===== config.mk =====
export PLATFORM = sky130hd
export DESIGN_NAME = aes_key_schedule
export DESIGN_NICKNAME = d
export VERILOG_FILES = /design/src/rtl/aes_pkg.sv /design/src/rtl/aes_sbox.sv /design/src/rtl/aes_key_schedule.sv
export SDC_FILE = /design/constraint.sdc
export NUM_CORES = 2
export LEC_CHECK = 0
export BUFFER_PORTS_ARGS = -buffer_cell sky130_fd_sc_hd__buf_4
export CAP_MARGIN = 5
export CORE_MARGIN = 1.5
export CORE_UTILIZATION = 35
export DETAILED_ROUTE_END_ITERATION = 8
export HOLD_SLACK_MARGIN = 0.05
export PLACE_DENSITY = 0.47
export SKIP_LAST_GASP = 1
export SLEW_MARGIN = 0
export SYNTH_ARGS = -nofsm -noshare
export SYNTH_HDL_FRONTEND = slang
export SYNTH_SLANG_ARGS = --single-unit

===== constraint.sdc =====
create_clock -name clk -period 99.2 [get_ports clk]
set_input_delay 14.88 -clock clk [delete_from_list [all_inputs] [get_ports clk]]
set_output_delay 14.88 -clock clk [all_outputs]
set_load 0.02 [all_outputs]

===== src/rtl/aes_pkg.sv =====
// Shared AES constants and helpers. Used by the key schedule and the cipher cores.
package aes_pkg;

    // AES-128 only: 10 rounds, 128-bit keys and blocks, 4 words per key.
    localparam int AES_NR       = 10;
    localparam int AES_KW       = 128;
    localparam int AES_BLOCK_W  = 128;
    localparam int AES_NK_WORDS = 4;

    // Key-schedule controller states.
    typedef enum logic [1:0] {
        IDLE   = 2'd0,
        EXPAND = 2'd1,
        DONE   = 2'd2
    } ks_state_e;

    // Round constant for rounds 1..10. Any other index is never used and yields 0.
    function automatic logic [7:0] rcon(input logic [3:0] idx);
        logic [7:0] r;
        case (idx)
            4'd1:    r = 8'h01;
            4'd2:    r = 8'h02;
            4'd3:    r = 8'h04;
            4'd4:    r = 8'h08;
            4'd5:    r = 8'h10;
            4'd6:    r = 8'h20;
            4'd7:    r = 8'h40;
            4'd8:    r = 8'h80;
            4'd9:    r = 8'h1b;
            4'd10:   r = 8'h36;
            default: r = 8'h00;
        endcase
        return r;
    endfunction

    // Cyclic left rotation of a word by one byte.
    function automatic logic [31:0] rot_word(input logic [31:0] w);
        return {w[23:0], w[31:24]};
    endfunction

endpackage


===== src/rtl/aes_sbox.sv =====
// Combinational AES forward S-box, one byte in, one byte out.
module aes_sbox (
    input  logic [7:0] a,
    output logic [7:0] s
);

    localparam logic [7:0] SBOX [0:255] = '{
        8'h63, 8'h7c, 8'h77, 8'h7b, 8'hf2, 8'h6b, 8'h6f, 8'hc5, 8'h30, 8'h01, 8'h67, 8'h2b, 8'hfe, 8'hd7, 8'hab, 8'h76,
        8'hca, 8'h82, 8'hc9, 8'h7d, 8'hfa, 8'h59, 8'h47, 8'hf0, 8'had, 8'hd4, 8'ha2, 8'haf, 8'h9c, 8'ha4, 8'h72, 8'hc0,
        8'hb7, 8'hfd, 8'h93, 8'h26, 8'h36, 8'h3f, 8'hf7, 8'hcc, 8'h34, 8'ha5, 8'he5, 8'hf1, 8'h71, 8'hd8, 8'h31, 8'h15,
        8'h04, 8'hc7, 8'h23, 8'hc3, 8'h18, 8'h96, 8'h05, 8'h9a, 8'h07, 8'h12, 8'h80, 8'he2, 8'heb, 8'h27, 8'hb2, 8'h75,
        8'h09, 8'h83, 8'h2c, 8'h1a, 8'h1b, 8'h6e, 8'h5a, 8'ha0, 8'h52, 8'h3b, 8'hd6, 8'hb3, 8'h29, 8'he3, 8'h2f, 8'h84,
        8'h53, 8'hd1, 8'h00, 8'hed, 8'h20, 8'hfc, 8'hb1, 8'h5b, 8'h6a, 8'hcb, 8'hbe, 8'h39, 8'h4a, 8'h4c, 8'h58, 8'hcf,
        8'hd0, 8'hef, 8'haa, 8'hfb, 8'h43, 8'h4d, 8'h33, 8'h85, 8'h45, 8'hf9, 8'h02, 8'h7f, 8'h50, 8'h3c, 8'h9f, 8'ha8,
        8'h51, 8'ha3, 8'h40, 8'h8f, 8'h92, 8'h9d, 8'h38, 8'hf5, 8'hbc, 8'hb6, 8'hda, 8'h21, 8'h10, 8'hff, 8'hf3, 8'hd2,
        8'hcd, 8'h0c, 8'h13, 8'hec, 8'h5f, 8'h97, 8'h44, 8'h17, 8'hc4, 8'ha7, 8'h7e, 8'h3d, 8'h64, 8'h5d, 8'h19, 8'h73,
        8'h60, 8'h81, 8'h4f, 8'hdc, 8'h22, 8'h2a, 8'h90, 8'h88, 8'h46, 8'hee, 8'hb8, 8'h14, 8'hde, 8'h5e, 8'h0b, 8'hdb,
        8'he0, 8'h32, 8'h3a, 8'h0a, 8'h49, 8'h06, 8'h24, 8'h5c, 8'hc2, 8'hd3, 8'hac, 8'h62, 8'h91, 8'h95, 8'he4, 8'h79,
        8'he7, 8'hc8, 8'h37, 8'h6d, 8'h8d, 8'hd5, 8'h4e, 8'ha9, 8'h6c, 8'h56, 8'hf4, 8'hea, 8'h65, 8'h7a, 8'hae, 8'h08,
        8'hba, 8'h78, 8'h25, 8'h2e, 8'h1c, 8'ha6, 8'hb4, 8'hc6, 8'he8, 8'hdd, 8'h74, 8'h1f, 8'h4b, 8'hbd, 8'h8b, 8'h8a,
        8'h70, 8'h3e, 8'hb5, 8'h66, 8'h48, 8'h03, 8'hf6, 8'h0e, 8'h61, 8'h35, 8'h57, 8'hb9, 8'h86, 8'hc1, 8'h1d, 8'h9e,
        8'he1, 8'hf8, 8'h98, 8'h11, 8'h69, 8'hd9, 8'h8e, 8'h94, 8'h9b, 8'h1e, 8'h87, 8'he9, 8'hce, 8'h55, 8'h28, 8'hdf,
        8'h8c, 8'ha1, 8'h89, 8'h0d, 8'hbf, 8'he6, 8'h42, 8'h68, 8'h41, 8'h99, 8'h2d, 8'h0f, 8'hb0, 8'h54, 8'hbb, 8'h16
    };

    assign s = SBOX[a];

endmodule


===== src/rtl/aes_key_schedule.sv =====
// Iterative AES-128 key expansion: one round key per clock into an 11-entry
// register file with a combinational read port; each key is also streamed out.
module aes_key_schedule
    import aes_pkg::*;
#(
    parameter int NR = AES_NR,
    parameter int KW = AES_KW
) (
    input  logic          clk,
    input  logic          reset,
    input  logic          start,
    input  logic [KW-1:0] key_in,
    output logic          busy,
    output logic          done,
    output logic          rk_valid,
    output logic [3:0]    rk_index,
    output logic [KW-1:0] rk_data,
    input  logic [3:0]    rd_round,
    output logic [KW-1:0] rd_key
);

    localparam logic [3:0] LAST_ROUND = 4'(NR);

    ks_state_e     state_reg, state_next;
    logic [3:0]    counter_reg, counter_next;
    logic [KW-1:0] w_reg, w_next;
    logic          busy_reg, busy_next;
    logic          done_reg, done_next;
    logic          rk_valid_reg, rk_valid_next;
    logic [3:0]    rk_index_reg, rk_index_next;
    logic [KW-1:0] rk_data_reg, rk_data_next;

    logic          wr_en;
    logic [3:0]    wr_idx;
    logic [KW-1:0] wr_data;

    logic [KW-1:0] rk_mem [0:NR];

    // Round-function datapath on the current working words w0..w3.
    logic [31:0]   w0, w1, w2, w3;
    logic [31:0]   rot, sub, temp;
    logic [31:0]   nw0, nw1, nw2, nw3;
    logic [KW-1:0] round_key;

    assign w0  = w_reg[127:96];
    assign w1  = w_reg[95:64];
    assign w2  = w_reg[63:32];
    assign w3  = w_reg[31:0];
    assign rot = rot_word(w3);

    generate
        for (genvar gi = 0; gi < 4; gi++) begin : g_subword
            aes_sbox u_sbox (
                .a (rot[8*gi +: 8]),
                .s (sub[8*gi +: 8])
            );
        end
    endgenerate

    assign temp      = sub ^ {rcon(counter_reg), 24'h0};
    assign nw0       = w0 ^ temp;
    assign nw1       = w1 ^ nw0;
    assign nw2       = w2 ^ nw1;
    assign nw3       = w3 ^ nw2;
    assign round_key = {nw0, nw1, nw2, nw3};

    // Next-state, register-file write and stream outputs.
    always_comb begin
        state_next    = state_reg;
        counter_next  = counter_reg;
        w_next        = w_reg;
        busy_next     = busy_reg;
        done_next     = done_reg;
        rk_valid_next = 1'b0;
        rk_index_next = rk_index_reg;
        rk_data_next  = rk_data_reg;
        wr_en         = 1'b0;
        wr_idx        = 4'd0;
        wr_data       = '0;

        case (state_reg)
            IDLE, DONE: begin
                if (start) begin
                    // Round key 0 is the cipher key itself.
                    w_next        = key_in;
                    counter_next  = 4'd1;
                    rk_valid_next = 1'b1;
                    rk_index_next = 4'd0;
                    rk_data_next  = key_in;
                    busy_next     = 1'b1;
                    done_next     = 1'b0;
                    wr_en         = 1'b1;
                    wr_idx        = 4'd0;
                    wr_data       = key_in;
                    state_next    = EXPAND;
                end
            end
            EXPAND: begin
                // start is deliberately ignored here: no queueing.
                w_next        = round_key;
                counter_next  = counter_reg + 4'd1;
                rk_valid_next = 1'b1;
                rk_index_next = counter_reg;
                rk_data_next  = round_key;
                wr_en         = 1'b1;
                wr_idx        = counter_reg;
                wr_data       = round_key;
                if (counter_reg == LAST_ROUND) begin
                    busy_next  = 1'b0;
                    done_next  = 1'b1;
                    state_next = DONE;
                end
            end
            default: begin
                state_next = IDLE;
            end
        endcase
    end

    // Controller and stream registers.
    always_ff @(posedge clk or posedge reset) begin
        if (reset) begin
            state_reg    <= IDLE;
            counter_reg  <= 4'd0;
            w_reg        <= '0;
            busy_reg     <= 1'b0;
            done_reg     <= 1'b0;
            rk_valid_reg <= 1'b0;
            rk_index_reg <= 4'd0;
            rk_data_reg  <= '0;
        end else begin
            state_reg    <= state_next;
            counter_reg  <= counter_next;
            w_reg        <= w_next;
            busy_reg     <= busy_next;
            done_reg     <= done_next;
            rk_valid_reg <= rk_valid_next;
            rk_index_reg <= rk_index_next;
            rk_data_reg  <= rk_data_next;
        end
    end

    // Round-key register file; every entry clears on reset so consumers never
    // see stale keys after an abort.
    generate
        for (genvar gi = 0; gi <= NR; gi++) begin : g_rk_mem
            // Entry gi captures the key written with index gi.
            always_ff @(posedge clk or posedge reset) begin
                if (reset) begin
                    rk_mem[gi] <= '0;
                end else if (wr_en && (wr_idx == 4'(gi))) begin
                    rk_mem[gi] <= wr_data;
                end
            end
        end
    endgenerate

    // Random-access read; addresses beyond the last round return zero.
    always_comb begin
        rd_key = '0;
        if (rd_round <= LAST_ROUND) begin
            rd_key = rk_mem[rd_round];
        end
    end

    assign busy     = busy_reg;
    assign done     = done_reg;
    assign rk_valid = rk_valid_reg;
    assign rk_index = rk_index_reg;
    assign rk_data  = rk_data_reg;

endmodule


# Word level (Yosys, flattened, before mapping)
# Memory sizes are Yosys's and may differ from the RTL's.
# Cells that the tools add are included.
# totals
regBits	1549
mem_bits_ro	8320
input_bits	135
out_inout_bits	263
elab_cells	105
mem_count	5
# mem_list
name	depth	width	rd	rd_clocked_by_memory_dff	write_ports	line_no	source
(no name shown)	256	8	1	0	0	aes_sbox.sv:26	assign s = SBOX[a];
(no name shown)	256	8	1	0	0	aes_sbox.sv:26	
(no name shown)	256	8	1	0	0	aes_sbox.sv:26	
(no name shown)	256	8	1	0	0	aes_sbox.sv:26	
(no name shown)	16	8	1	0	0	aes_pkg.sv:20	case (idx)
# op_classes
addsub	1
magnitude_cmp	6
n_eq_ne	15
mux	32
n_bitwise	10
reduce_logical	18
# op_table
operator	count
128-bit two-way mux	5
128-bit binary-select mux with 4-bit select	1
128-bit one-hot mux with 2 select lines	2
32-bit XOR	5
8-bit two-way mux	8
9-bit >= comparator (second input constant)	4
8-bit NOT with 9-bit output	4
4-bit by 3-bit == test with 1-bit output (second input constant)	4
4-bit == test (second input constant)	4
4-bit one-hot mux with 2 select lines	2
4-bit two-way mux	3
1-bit logical AND	11
4-bit by 2-bit == test with 1-bit output (second input constant)	2
1-bit one-hot mux with 2 select lines	3
5-bit >= comparator (second input constant)	1
1-bit two-way mux	5
4-bit NOT with 5-bit output	1
4-bit by 1-bit adder with 4-bit output (second input constant)	1
4-bit by 1-bit == test with 1-bit output (second input constant)	1
4-bit <= comparator (second input constant)	1
4-bit zero test	1
2-bit two-way mux	2
2-bit != test (second input constant)	2
2-bit one-hot mux with 2 select lines	1
other kinds (7)	8

# Logic depth before layout (Yosys ltp)
# depth
word_depth	10
depth_mapped	16
depth_no_buf	11

# Cells and area by module
# A second synthesis with hierarchy kept.
# unflattened
cells_unflattened	8981
area_unflattened_um2	81868.5
# modules_own_cells
module	instances	cells_each	area_each_um2	seq_area_each_um2
aes_key_schedule	1	6953	69151.3	38762.2
aes_sbox	4	507	3179.3	0.0

# Worst setup path after synthesis
# Ideal clock, no wire load.
# synth_timing
path_kind	input to output
start	in rd_round[0]
end	out rd_key[107]
t_arrival_ns	16.853
t_required_ns	84.320
setup_slack_ns	67.467
stages	7
path_buffers	4
path_cell_list	clkbuf_1 > buf_1 > nor2b_1 > clkbuf_1 > clkbuf_1 > a21oi_1 > o22ai_1
# synth_between
elab_chain_cells	5
word_cells_on_any_way	6
cone_classes	order compare (1); mux (4); bitwise (1)
# synth_rtl
item	line_no	source
start: declaration	aes_key_schedule.sv:18	input logic [3:0] rd_round,
4-bit NOT with 5-bit output (not written as such)	aes_key_schedule.sv:162	rd_key = rk_mem[rd_round];
128-bit binary-select mux with 4-bit select	aes_key_schedule.sv:162	
128-bit two-way mux (not written as such) (2 in series)	aes_key_schedule.sv:162	
128-bit two-way mux *	aes_key_schedule.sv:161	if (rd_round <= LAST_ROUND) begin
end: declaration	aes_key_schedule.sv:19	output logic [KW-1:0] rd_key
# Mark *: on every way between the ends. The rest lies on a longest branch, timed or not. The select of a mux whose other input is x is not followed.

# Worst setup path after layout
# layout_timing
start	in rd_round[0]
end	out rd_key[32]
# Same word-level chain as after synthesis.

==> results_dict.tcl <==
set metrics [dict create \
    crit_path_end_kind "output port" \
    yosysWarnings 0 \
    cp.required_ps 84320 \
    drt_iter0_drc 7523 \
    synth_fa_ha_area_share_pct 0.975 \
    ctsResizeCount 0 \
    cpPeakStageDelay_ps 860 \
    netlist_area_sq_mm 0.0829 \
    firstDrtPassIters 9 \
    rsz0062_at_grt "no" \
    worstMarginPinSlew_ps 1300 \
    synth_area_per_cell_sq_um 9.56 \
    cts.sink_count 1549 \
    cts_max_path_buffers 3 \
    finalHoldViolCount 0 \
    finalCritPeriodShare_pct 35.1 \
    multi_input_area_sq_mm 0.0403 \
    cp-start-kind "input port" \
    grt_antenna_before_repair 28 \
    drive_above_1_share_pct 15.7 \
    num_rows 178 \
    portBuffers 397 \
    insertion_delay_ps 860 \
    drc 1 \
    largest_reg_flops 1408 \
    synth_cells 8672 \
    final_antenna_net_count 0 \
    coreArea_sq_mm 0.235 \
    grt_pass1_vias 67400 \
    critPathSlowestCell "buf_4" \
    drt-vias-per-instance 5.89 \
    postCtsSetupBuffers 0 \
    initial_core_util_pct 35.2 \
    seqCellArea_sq_mm 0.0388 \
    hold_path.class "reg -> reg" \
    setup_tns_ps 0 \
    synthArstFlopShare_pct 100 \
    syn_nets 8871 \
    crit_chain "buf_8 -> buf_4 -> buf_4 -> buf_4 -> buf_4 -> mux4_2 -> mux2i_1 -> o22ai_1 -> buf_4" \
    cp_max_fo 59 \
    skew_ps 67.0 \
    globalplace.congestion 0.985 \
    wl_per_cell_um 30.8 \
    synth_compound_area_share_pct 18.5 \
    globalRouteTotalUtil_pct 30.1 \
    violations "design-rule violations" \
    slew_headroom_pct 12.7 \
    dieArea_sq_mm 0.240 \
    ys_types 100 \
    yosysSeqAreaShare_pct 46.8 \
    fmax_ghz 0.0287 \
    ys_ff_latch 1549 \
    clk_pin_slew_ps 60 \
    min_period_ps 34850 \
    synth_enable_flop_cells 0 \
    num_vias 69800 \
    hold_slack_ps 473 \
    synth_top_family_by_area "compound AO/OA/AOI/OAI gates" \
    grt_pass1_wl_um 522000 \
    numCtsBuffers 181 \
    syn_to_final_growth_pct 13.2 \
    crit_type "in -> out" \
    rr_endpoint "rk_mem[861]" \
    cts-hold-fix-buffers 0 \
    finalMaxSlewViolations 0 \
    synthFlopType "dfrtp_1" \
    crit_arrival_ps 19970 \
    whs_path_depth 2 \
    grt_overflow 0 \
    io_pins 398 \
    fin_cells 11800 \
    layout.nets 8739 \
    dpl.cell_count 11500 \
    fillers 23400 \
    drv_cap 0 \
    setup_violations 0 \
    dp_hpwl_um 242000 \
    min_to "rk_mem[1020]" \
    r2r_slack_ps 92380 \
    cts-root-buf "clkbuf_16" \
    status "complete, but fails checks" \
    synth_mux_area_share_pct 13.0 \
    cpMostUsedCell "buf_4" \
    rr_worst_depth 12 \
    die-height_um 490 \
    synthSimpleGateAreaFrac_pct 13.8 \
    grt_max_degree 177 \
    fp.dieW_um 490 \
    yosys.area_share.xor_xnor_pct 2.24 \
    cts_tree "yes" \
    hold_path.startpoint "rk_mem[1020]" \
    wl_um 365000 \
    regToRegStartpoint "rk_data[16]" \
    h-tree-depth 4 \
]
## Yosys cell counts (all sizes together) (28+ instances only)
| master | number | area, sq um |
|---|---|---|
| nand2 | 1682 | 6310 |
| dfrtp | 1549 | 38800 |
| o21ai | 1256 | 6320 |
| clkbuf | 642 | 2410 |
| nor2 | 425 | 1600 |
| a21oi | 316 | 1590 |
| mux4 | 301 | 6780 |
| mux2i | 296 | 2980 |
| buf | 258 | 1350 |
| nand3 | 157 | 786 |
| o22ai | 152 | 951 |
| o31ai | 151 | 1140 |
| xnor2 | 132 | 1170 |
| a31oi | 129 | 813 |
| nand2b | 112 | 701 |
| mux2 | 87 | 980 |
| nor3 | 78 | 390 |
| nor2b | 75 | 469 |
| ha | 63 | 788 |
| o211ai | 60 | 460 |
| inv | 57 | 214 |
| a211oi | 52 | 403 |
| o311ai | 47 | 412 |
| xor2 | 42 | 368 |
| or2 | 37 | 231 |
| a311oi | 35 | 313 |
| and2 | 33 | 206 |
| a21o | 28 | 210 |
| a22oi | 28 | 210 |
## critical path, delay by kind of cell
| kind | cells | cell delay [ps] |
|---|---|---|
| muxes | 2 | 750 |
| buffers and inverters | 6 | 3880 |
| AOI/OAI and AO/OA | 1 | 230 |
## layout by cell type (no fill, tap or decap), types with 87 or more instances in the layout
cell type / n
a21oi_1: 314
a31oi_1: 128
o22ai_1: 152
buf_4: 571
nand3_1: 152
mux4_2: 301
nand2b_1: 111
o31ai_1: 149
dfrtp_1: 1535
xnor2_1: 121
o21ai_0: 1210
mux2i_1: 295
nand2_1: 1676
clkbuf_16: 181
nor2_1: 423
mux2_2: 87
## routing by layer
layer  vias to the layer above  track usage (%)  routed length (um)
li1                      30600                -                   -
met1                     35600             41.7              159000
met2                      2843             46.1              163000
met3                       624             4.79               23400
met4                        10             14.2               19700
met5                         -                0                 279
## metrics by stage
| stage | util [%] | setup slack (ps) | cell area, sq um |
|---|---|---|---|
| after floorplan | - | 40620 | 82900 |
| after global routing | 39.9 | 63910 | 93900 |
| after detailed placement | 37.3 | 64220 | 87900 |
| final | 39.9 | 64350 | 93900 |
| after CTS | 39.9 | 64210 | 93800 |
| after global placement | 37.3 | 64260 | 87900 |
## final cells by class
type                       instances  share of cell area (%)
antenna                           13                  0.0347
clock buffer                     279                    5.67
clock inverter                    47                   0.688
inverter                          64                   0.264
multi-input combinational       6159                    43.0
sequential                      1549                    41.3
tap                             3150                    4.20
timing repair buffer             585                    4.84
## logic make-up after synthesis
| group | Yosys count |
|---|---|
| buf+inv | 964 |
| flops | 1549 |
| xor+xnor | 188 |
| compound gates | 2528 |
| simple gates | 2695 |
| mux | 684 |
| fa+ha+maj | 64 |
## worst max-delay path by stage
stage                start    endpoint  slack, ps
3_3_place_gp   rd_round[0]  rd_key[32]      64260
5_1_grt        rd_round[0]  rd_key[32]      63910
3_5_place_dp   rd_round[0]  rd_key[32]      64220
6_report       rd_round[0]  rd_key[32]      64350
4_1_cts        rd_round[0]  rd_key[32]      64210
2_1_floorplan        reset        busy      40620
Power is not shown: default switching activity piles up to over one toggle a cycle in this logic, so the estimate is an artifact.
